==> src/rtl/pdatapath_sequencer_pkg.sv <==
// Shared definitions for the multi-cycle datapath sequencer: state encoding
// (visible on the state port for VIO) and default constants.
package pdatapath_sequencer_pkg;

   // Instruction phase encoding, fixed so external debug tools can decode it.
   typedef enum logic [2:0] {
      S_IDLE      = 3'd0,
      S_FETCH     = 3'd1,
      S_DECODE    = 3'd2,
      S_EXECUTE   = 3'd3,
      S_WRITEBACK = 3'd4,
      S_HALT      = 3'd5
   } seq_state_t;

   // Opcode that parks the machine in HALT until reset.
   localparam logic [3:0] HALT_OPCODE_DEFAULT = 4'hF;

   // Width of the EXECUTE settling counter (supports 0..15 extra cycles).
   localparam int WAIT_W = 4;

endpackage

==> src/rtl/pdatapath_sequencer_step_edge.sv <==
// Step button edge detector with a one-deep pending request flag.
// An edge seen while the sequencer is busy is remembered once; further
// edges before it is consumed are dropped.
module pdatapath_sequencer_step_edge (
   input  logic i_clk,
   input  logic i_rst,
   input  logic i_step,
   input  logic i_in_idle,
   input  logic i_consume,
   input  logic i_clear,
   output logic o_edge,
   output logic o_pending
);

   logic r_step_q;
   logic r_pending;

   assign o_edge    = i_step & ~r_step_q;
   assign o_pending = r_pending;

   // Track the previous button level; reset loads the live level so a
   // button held through reset does not count as a press.
   always_ff @(posedge i_clk) begin
      r_step_q <= i_step;
   end

   // Pending flag: set by an edge outside IDLE, cleared on consume or HALT.
   always_ff @(posedge i_clk) begin
      if (i_rst || i_clear) begin
         r_pending <= 1'b0;
      end else if (i_consume) begin
         r_pending <= 1'b0;
      end else if (o_edge && !i_in_idle) begin
         r_pending <= 1'b1;
      end
   end

endmodule

==> src/rtl/pdatapath_sequencer.sv <==
// Multi-cycle control sequencer for the 8-bit MIPS datapath. Issues one-cycle
// enable strobes per instruction phase on the board clock; supports
// single-step, free-run, a PC breakpoint and a HALT opcode.
// Handshake: there is no valid/ready pair; every strobe is a single-cycle
// registered pulse that the datapath must act on in the cycle it is high.
module pdatapath_sequencer
   import pdatapath_sequencer_pkg::*;
#(
   parameter int         PC_W        = 8,
   parameter int         CNT_W       = 16,
   parameter logic [3:0] HALT_OPCODE = HALT_OPCODE_DEFAULT,
   parameter int         EXEC_WAIT   = 0
) (
   input  logic             clk,
   input  logic             rst,
   input  logic             step_in,
   input  logic             run_in,
   input  logic             bp_en,
   input  logic [PC_W-1:0]  bp_addr,
   input  logic [PC_W-1:0]  pc,
   input  logic [3:0]       opcode,
   input  logic             reg_write_in,
   input  logic             mem_write_in,
   output logic             imem_en,
   output logic             pc_inc,
   output logic             rf_wr_en,
   output logic             dmem_we,
   output logic [2:0]       state,
   output logic             busy,
   output logic             halted,
   output logic             bp_hit,
   output logic [CNT_W-1:0] instr_count
);

   localparam logic [WAIT_W-1:0] WAIT_LOAD = WAIT_W'(EXEC_WAIT);

   seq_state_t        r_state;
   logic [WAIT_W-1:0] r_wait;
   logic [CNT_W-1:0]  r_instr_count;
   logic              r_imem_en;
   logic              r_pc_inc;
   logic              r_rf_wr_en;
   logic              r_dmem_we;
   logic              r_busy;
   logic              r_halted;
   logic              r_bp_hit;

   logic w_in_idle;
   logic w_step_edge;
   logic w_step_pending;
   logic w_step_go;
   logic w_in_halt;

   assign w_in_idle = (r_state == S_IDLE);
   assign w_in_halt = (r_state == S_HALT);
   assign w_step_go = w_in_idle & (w_step_edge | w_step_pending);

   pdatapath_sequencer_step_edge u_step_edge (
      .i_clk     (clk),
      .i_rst     (rst),
      .i_step    (step_in),
      .i_in_idle (w_in_idle),
      .i_consume (w_step_go),
      .i_clear   (w_in_halt),
      .o_edge    (w_step_edge),
      .o_pending (w_step_pending)
   );

   // Phase FSM with registered strobes, wait counter and retired counter.
   always_ff @(posedge clk) begin
      if (rst) begin
         r_state       <= S_IDLE;
         r_wait        <= '0;
         r_instr_count <= '0;
         r_imem_en     <= 1'b0;
         r_pc_inc      <= 1'b0;
         r_rf_wr_en    <= 1'b0;
         r_dmem_we     <= 1'b0;
         r_busy        <= 1'b0;
         r_halted      <= 1'b0;
         r_bp_hit      <= 1'b0;
      end else begin
         r_imem_en  <= 1'b0;
         r_pc_inc   <= 1'b0;
         r_rf_wr_en <= 1'b0;
         r_dmem_we  <= 1'b0;
         case (r_state)
            S_IDLE: begin
               // A step always wins over run and releases a breakpoint stop.
               if (w_step_go) begin
                  r_state   <= S_FETCH;
                  r_imem_en <= 1'b1;
                  r_busy    <= 1'b1;
                  r_bp_hit  <= 1'b0;
               end else if (run_in && !r_bp_hit) begin
                  if (bp_en && (pc == bp_addr)) begin
                     r_bp_hit <= 1'b1;
                  end else begin
                     r_state   <= S_FETCH;
                     r_imem_en <= 1'b1;
                     r_busy    <= 1'b1;
                  end
               end
            end
            S_FETCH: begin
               // BRAM read in flight; instruction word valid next cycle.
               r_state <= S_DECODE;
            end
            S_DECODE: begin
               if (opcode == HALT_OPCODE) begin
                  r_state  <= S_HALT;
                  r_busy   <= 1'b0;
                  r_halted <= 1'b1;
               end else begin
                  r_state <= S_EXECUTE;
                  r_wait  <= WAIT_LOAD;
               end
            end
            S_EXECUTE: begin
               // Decoder outputs are stable since DECODE, so the write
               // strobes can be captured here for the WRITEBACK cycle.
               if (r_wait != '0) begin
                  r_wait <= r_wait - 1'b1;
               end else begin
                  r_state    <= S_WRITEBACK;
                  r_pc_inc   <= 1'b1;
                  r_rf_wr_en <= reg_write_in;
                  r_dmem_we  <= mem_write_in;
               end
            end
            S_WRITEBACK: begin
               r_state <= S_IDLE;
               r_busy  <= 1'b0;
               if (r_instr_count != {CNT_W{1'b1}}) begin
                  r_instr_count <= r_instr_count + 1'b1;
               end
            end
            S_HALT: begin
               r_state <= S_HALT;
            end
            default: begin
               r_state <= S_IDLE;
               r_busy  <= 1'b0;
            end
         endcase
      end
   end

   assign imem_en     = r_imem_en;
   assign pc_inc      = r_pc_inc;
   assign rf_wr_en    = r_rf_wr_en;
   assign dmem_we     = r_dmem_we;
   assign state       = r_state;
   assign busy        = r_busy;
   assign halted      = r_halted;
   assign bp_hit      = r_bp_hit;
   assign instr_count = r_instr_count;

endmodule

==> config.mk <==
export PLATFORM = sky130hd
export DESIGN_NAME = pdatapath_sequencer
export DESIGN_NICKNAME = d
export VERILOG_FILES = /design/src/rtl/pdatapath_sequencer_pkg.sv /design/src/rtl/pdatapath_sequencer_step_edge.sv /design/src/rtl/pdatapath_sequencer.sv
export SDC_FILE = /design/constraint.sdc
export NUM_CORES = 1
export LEC_CHECK = 0
export BUFFER_PORTS_ARGS = -buffer_cell sky130_fd_sc_hd__buf_2
export CAP_MARGIN = 20
export CORE_ASPECT_RATIO = 0.8
export CORE_MARGIN = 4
export CORE_UTILIZATION = 35
export DETAILED_ROUTE_END_ITERATION = 8
export PLACE_DENSITY = 0.55
export SYNTH_ARGS = -nofsm -noshare
export SYNTH_HDL_FRONTEND = slang
export SYNTH_SLANG_ARGS = --single-unit
==> constraint.sdc <==
create_clock -name clk -period 2.4 [get_ports clk]
set_clock_uncertainty 0.05 [all_clocks]
set_input_delay 0.36 -clock clk [delete_from_list [all_inputs] [get_ports clk]]
set_output_delay 0.36 -clock clk [all_outputs]
set_load 0.005 [all_outputs]
## Word-level counts from Yosys, hierarchy flattened

Index checks and enable logic that the tools add are counted.

| storage, ports and cells | value |
|---|---|
| bits of input ports | 27 |
| output and inout bits | 26 |
| register bits after elaboration | 32 |
| logic and storage cells | 78 |

| operators by class | value |
|---|---|
| equal/unequal tests | 14 |
| multiplexer cells | 21 |
| add/sub/neg operators | 2 |
| reductions and logical operators | 22 |
| bitwise operators | 7 |

Operator list:

| cell | count |
|---|---|
| 16-bit by 1-bit adder with 16-bit output, second input constant | 1 |
| 16-bit != test, second input constant | 1 |
| 3-bit 2-to-1 mux | 5 |
| 3-bit one-hot mux with 5 select lines | 1 |
| 1-bit 2-to-1 mux | 11 |
| 3-bit AND reduction | 3 |
| 8-bit == test | 1 |
| 4-bit 2-to-1 mux | 2 |
| 2-bit != test, second input constant | 4 |
| 4-bit one-hot mux with 2 select lines | 1 |
| 3-bit by 2-bit == test with 1-bit output, second input constant | 2 |
| 3-bit == test, second input constant | 2 |
| 3-bit != test, second input constant | 2 |
| 2-bit nonzero test | 3 |
| 2-bit OR reduction | 3 |
| 3-bit OR reduction | 2 |
| 4-bit == test, second input constant | 1 |
| 1-bit NOT | 4 |
| 2-bit AND reduction | 2 |
| 4-bit AND reduction | 1 |
| 4-bit nonzero test | 1 |
| 4-bit by 1-bit subtractor with 4-bit output, second input constant | 1 |
| 3-bit by 1-bit == test with 1-bit output, second input constant | 1 |
| 1-bit logical AND | 3 |
| 6 further kinds | 8 |

## Logic depth before layout (Yosys ltp)

| depth | value |
|---|---|
| depth in word-level cells | 6 |
| gate-level depth with buffers | 7 |
| depth with buffers taken out | 7 |

## Cells and area by module

From an unflattened synthesis, not the netlist that was laid out.

| second synthesis, totals | value |
|---|---|
| cells, all modules | 185 |
| area, all modules | 1,652.8 µm² |

By module, submodules not included:

| module | seq. area each (µm²) | instances | cells an instance | area an instance (µm²) |
|---|---|---|---|---|
| pdatapath_sequencer | 600.6 | 1 | 179 | 1,576.5 |
| pdatapath_sequencer_step_edge | 40.0 | 1 | 6 | 76.3 |

## Worst setup path before layout

OpenSTA, ideal clock, no wires.

| timing path | value |
|---|---|
| path kind | register to register |
| start point | register r_state[2], in the netlist state[2] |
| end point | register r_instr_count[13], in the netlist instr_count[13] |
| period minus slack after synthesis | 1.735 ns |
| buffers on the path | 2 |
| setup time | 0.128 ns |
| stages on the path, launching flop included | 8 |
| path slack | 0.665 ns |
| data arrival time | 1.557 ns |
| data required time | 2.222 ns |
| cell sequence | dfxtp_1 buf_4 or3b_1 buf_6 nor4b_4 nand3_1 xor2_1 nor2_1 |

| on the way | value |
|---|---|
| word-level cells in the longest chain between the ends | 2 |

RTL lines:

| what | line | RTL |
|---|---|---|
| start, declared | pdatapath_sequencer.sv:37 | `seq_state_t r_state;` |
| start signal, assigned | pdatapath_sequencer.sv:72 | `r_state <= S_IDLE;` |
| start signal, assigned | pdatapath_sequencer.sv:91 | `r_state <= S_FETCH;` |
| start signal, assigned | pdatapath_sequencer.sv:99 | `r_state <= S_FETCH;` |
| 3-bit == test | pdatapath_sequencer.sv:87 | `case (r_state)` |
| 2-bit AND reduction (no line) | - |  |
| end signal, assigned | pdatapath_sequencer.sv:135 | `r_instr_count <= r_instr_count + 1'b1;` |
| end, declared | pdatapath_sequencer.sv:39 | `logic [CNT_W-1:0] r_instr_count;` |

No other way between the ends.
A chain may end at the register's enable or synchronous reset.

## Worst setup path in the final report

Ends and elaborated chain as after synthesis.

==> metrics <==
Critical Path Slowest Stage Cell or3b_1; DR DRC count 0; WP data arrival 2.02 ns; Resized cells post-CTS 0; Leak 0.882 nW; CP Class register to register; Clock Path Buffers 2; #FFs+latches synth 32; clock sinks 32; via count 1415; CP cell instances or3b_1, nor4b_4, nand3_1, xor2_1, nor2_1; post-layout util 46.1%; H-tree Lvls 2; Die Width 83.8 um; library cells used by synthesis 44; syn_nets 212; largest net degree at the start of global routing 31; Nets 264; hold buffers post-CTS 0; Port Buffers 52; GRT overflow 0; endpoints failing setup 0; root buffer cell clkbuf_8; Die Y 68.6 um; CTS clk-pin slew, worst paths 0.06 ns; Final GP Congestion 0.761; initial antenna violation count 0; fmax 518 MHz; Mapped Area 1610 sq um; Initial Utilization 37.3%; DR pass1 iterations 4; Tot GR Track Use 12.5%; initial DRC count 54; Worst Tran Pin Value 0.540 ns; VDD IR-drop max 0.000263 V; Core Area 4310 sq um; layout cells sized above 1 27.5%; Routed Antenna Nets 0; Tmin final 1.93 ns; Pwr Density 562 nW/um^2; setup TNS 0 ns; outcome finished, final reports clean; vias in the first global route 1321; TritonCTS clock tree done; Worst Path Required 2.49 ns; max-slew violation count 0; I/O pins 53; RSZ-0062 raised after global routing false; EDFF count, synth 0; Ys Warns 0; Max Fanout on Critical Path 10; Num CTS Buffers 5; worst min path class primary input to register; routed len/inst 11.8 um; Die ar. 5750 sq um; hold_ws 0.158 ns; vias per cell 4.83; Worst-Skew Late Latency 0.27 ns; DP HPWL 2610 um; register area share after synthesis 39.8%; Top FF cell, synth dfxtp_1; Fin. Hold Viols 0; Worst path max stage delay 0.56 ns; crit end category register; first-pass GRT wire length 5840 um; async set-or-reset flop fraction in the synthesized netlist 0%; Worst Setup Start Kind register; post-synthesis area per instance 8.79 sq um; Row Count 21; postcts setup bufs 0; placed inst area 1890 sq um; cell area after layout 1980 sq um; total of max-cap violations 0; cells after synthesis 183; WL final 3450 um; ant diodes 0; worst rel slew slack 64.0%; Area Overhead vs Synth 23.4%; Final period util 80.5%
where the power goes:
group,internal [mW],switching [mW]
sequential,0.550,0.0200
combinational,0.0661,0.0682
clock,0.233,0.177
cells by family (layout without fill, tap and decap cells):
logic type      count (synthesis)  after routing  share of synthesized area (%)
simple gates                   83             83                           29.0
flops                          32             32                           39.8
compound gates                 29             29                           12.4
xor+xnor                       21             21                           11.4
buf+inv                        14             67                           4.44
fa+ha+maj                       2              2                           1.56
mux                             2              2                           1.32
area by class of cell:
class | count | area, sq um
clock buffer | 8 | 90.1
fill | 449 | 2320
inverter | 7 | 26.3
multi-input combinational | 137 | 896
sequential | 32 | 641
tap | 57 | 71.3
timing repair buffer | 52 | 260
stage by stage:
step | total power [mW] | worst slack, ns | std cells
floorplan | 0.669 | 0.665 | 183
global placement | 0.718 | 0.518 | 285
detailed placement | 0.717 | 0.479 | 285
CTS | 1.14 | 0.461 | 293
global route | 1.18 | 0.305 | 293
finish | 1.11 | 0.468 | 293
layer usage:
metal	up-vias	share of wire [%]	track usage [%]
met1	627	52	16.6
li1	741	-	-
met2	45	39	18.4
met3	2	8.3	4.99
met4	0	0.49	4.82
met5	-	0	0
cell usage in the layout (no fill, tap or decap), types with 2 or more instances in the layout:
master	Yosys	final
nor3_1	4	4
a21o_1	3	3
a211oi_1	8	8
and2b_1	2	2
and3b_1	2	2
nor2_1	26	26
nor4_1	2	2
nand3_1	7	7
and4_1	2	2
dfxtp_1	32	32
nor2b_1	2	2
a21oi_1	8	8
xnor2_1	7	7
clkbuf_8	0	6
xor2_1	14	14
or3_1	2	2
inv_1	7	7
buf_2	0	52
nand2_1	13	13
and3_1	2	2
nand4_1	5	5
ha_1	2	2
a31oi_1	3	3
clkbuf_1	4	2
and2_1	4	4
critical path: cells and delay by family (launching register included):
kind	cells	cell delay (ns)
xor+xnor	1	0.15
flops	1	0.48
simple gates	4	1.12
final timing paths:
check / start / end / slack [ns] / cells past startpoint
hold reg to reg: halted$_SDFFE_PP0P_ / halted$_SDFFE_PP0P_ / 0.42 / 2
setup reg to reg: state[2]$_SDFFE_PP0P_ / instr_count[13]$_SDFFE_PP0P_ / 0.47 / 5
hold / removal: step_in / u_step_edge.r_step_q$_DFF_P_ / 0.16 / 1
setup / recovery: state[2]$_SDFFE_PP0P_ / instr_count[13]$_SDFFE_PP0P_ / 0.47 / 5
cells in the mapped netlist, drive strengths merged, types with 3 or more instances:
| library cell | count | area (sq um) |
|---|---|---|
| a211oi | 9 | 72.6 |
| a21o | 3 | 22.5 |
| a21oi | 8 | 40.0 |
| a31oi | 3 | 18.8 |
| and2 | 4 | 25.0 |
| buf | 3 | 30.0 |
| clkbuf | 4 | 15.0 |
| dfxtp | 32 | 641 |
| inv | 7 | 26.3 |
| nand2 | 13 | 48.8 |
| nand3 | 7 | 35.0 |
| nand4 | 5 | 31.3 |
| nor2 | 26 | 97.6 |
| nor3 | 5 | 30.0 |
| nor4 | 3 | 33.8 |
| xnor2 | 7 | 61.3 |
| xor2 | 14 | 123 |
state kept, by name, indices dropped and copies added, names as in the netlist:
name / cells
u_step_edge.r_step_q: 1
r_wait: 4
dmem_we: 1
busy: 1
pc_inc: 1
bp_hit: 1
u_step_edge.o_pending: 1
state: 3
rf_wr_en: 1
instr_count: 16
imem_en: 1
halted: 1
No activity file was read; power rests on OpenSTA's default activity.
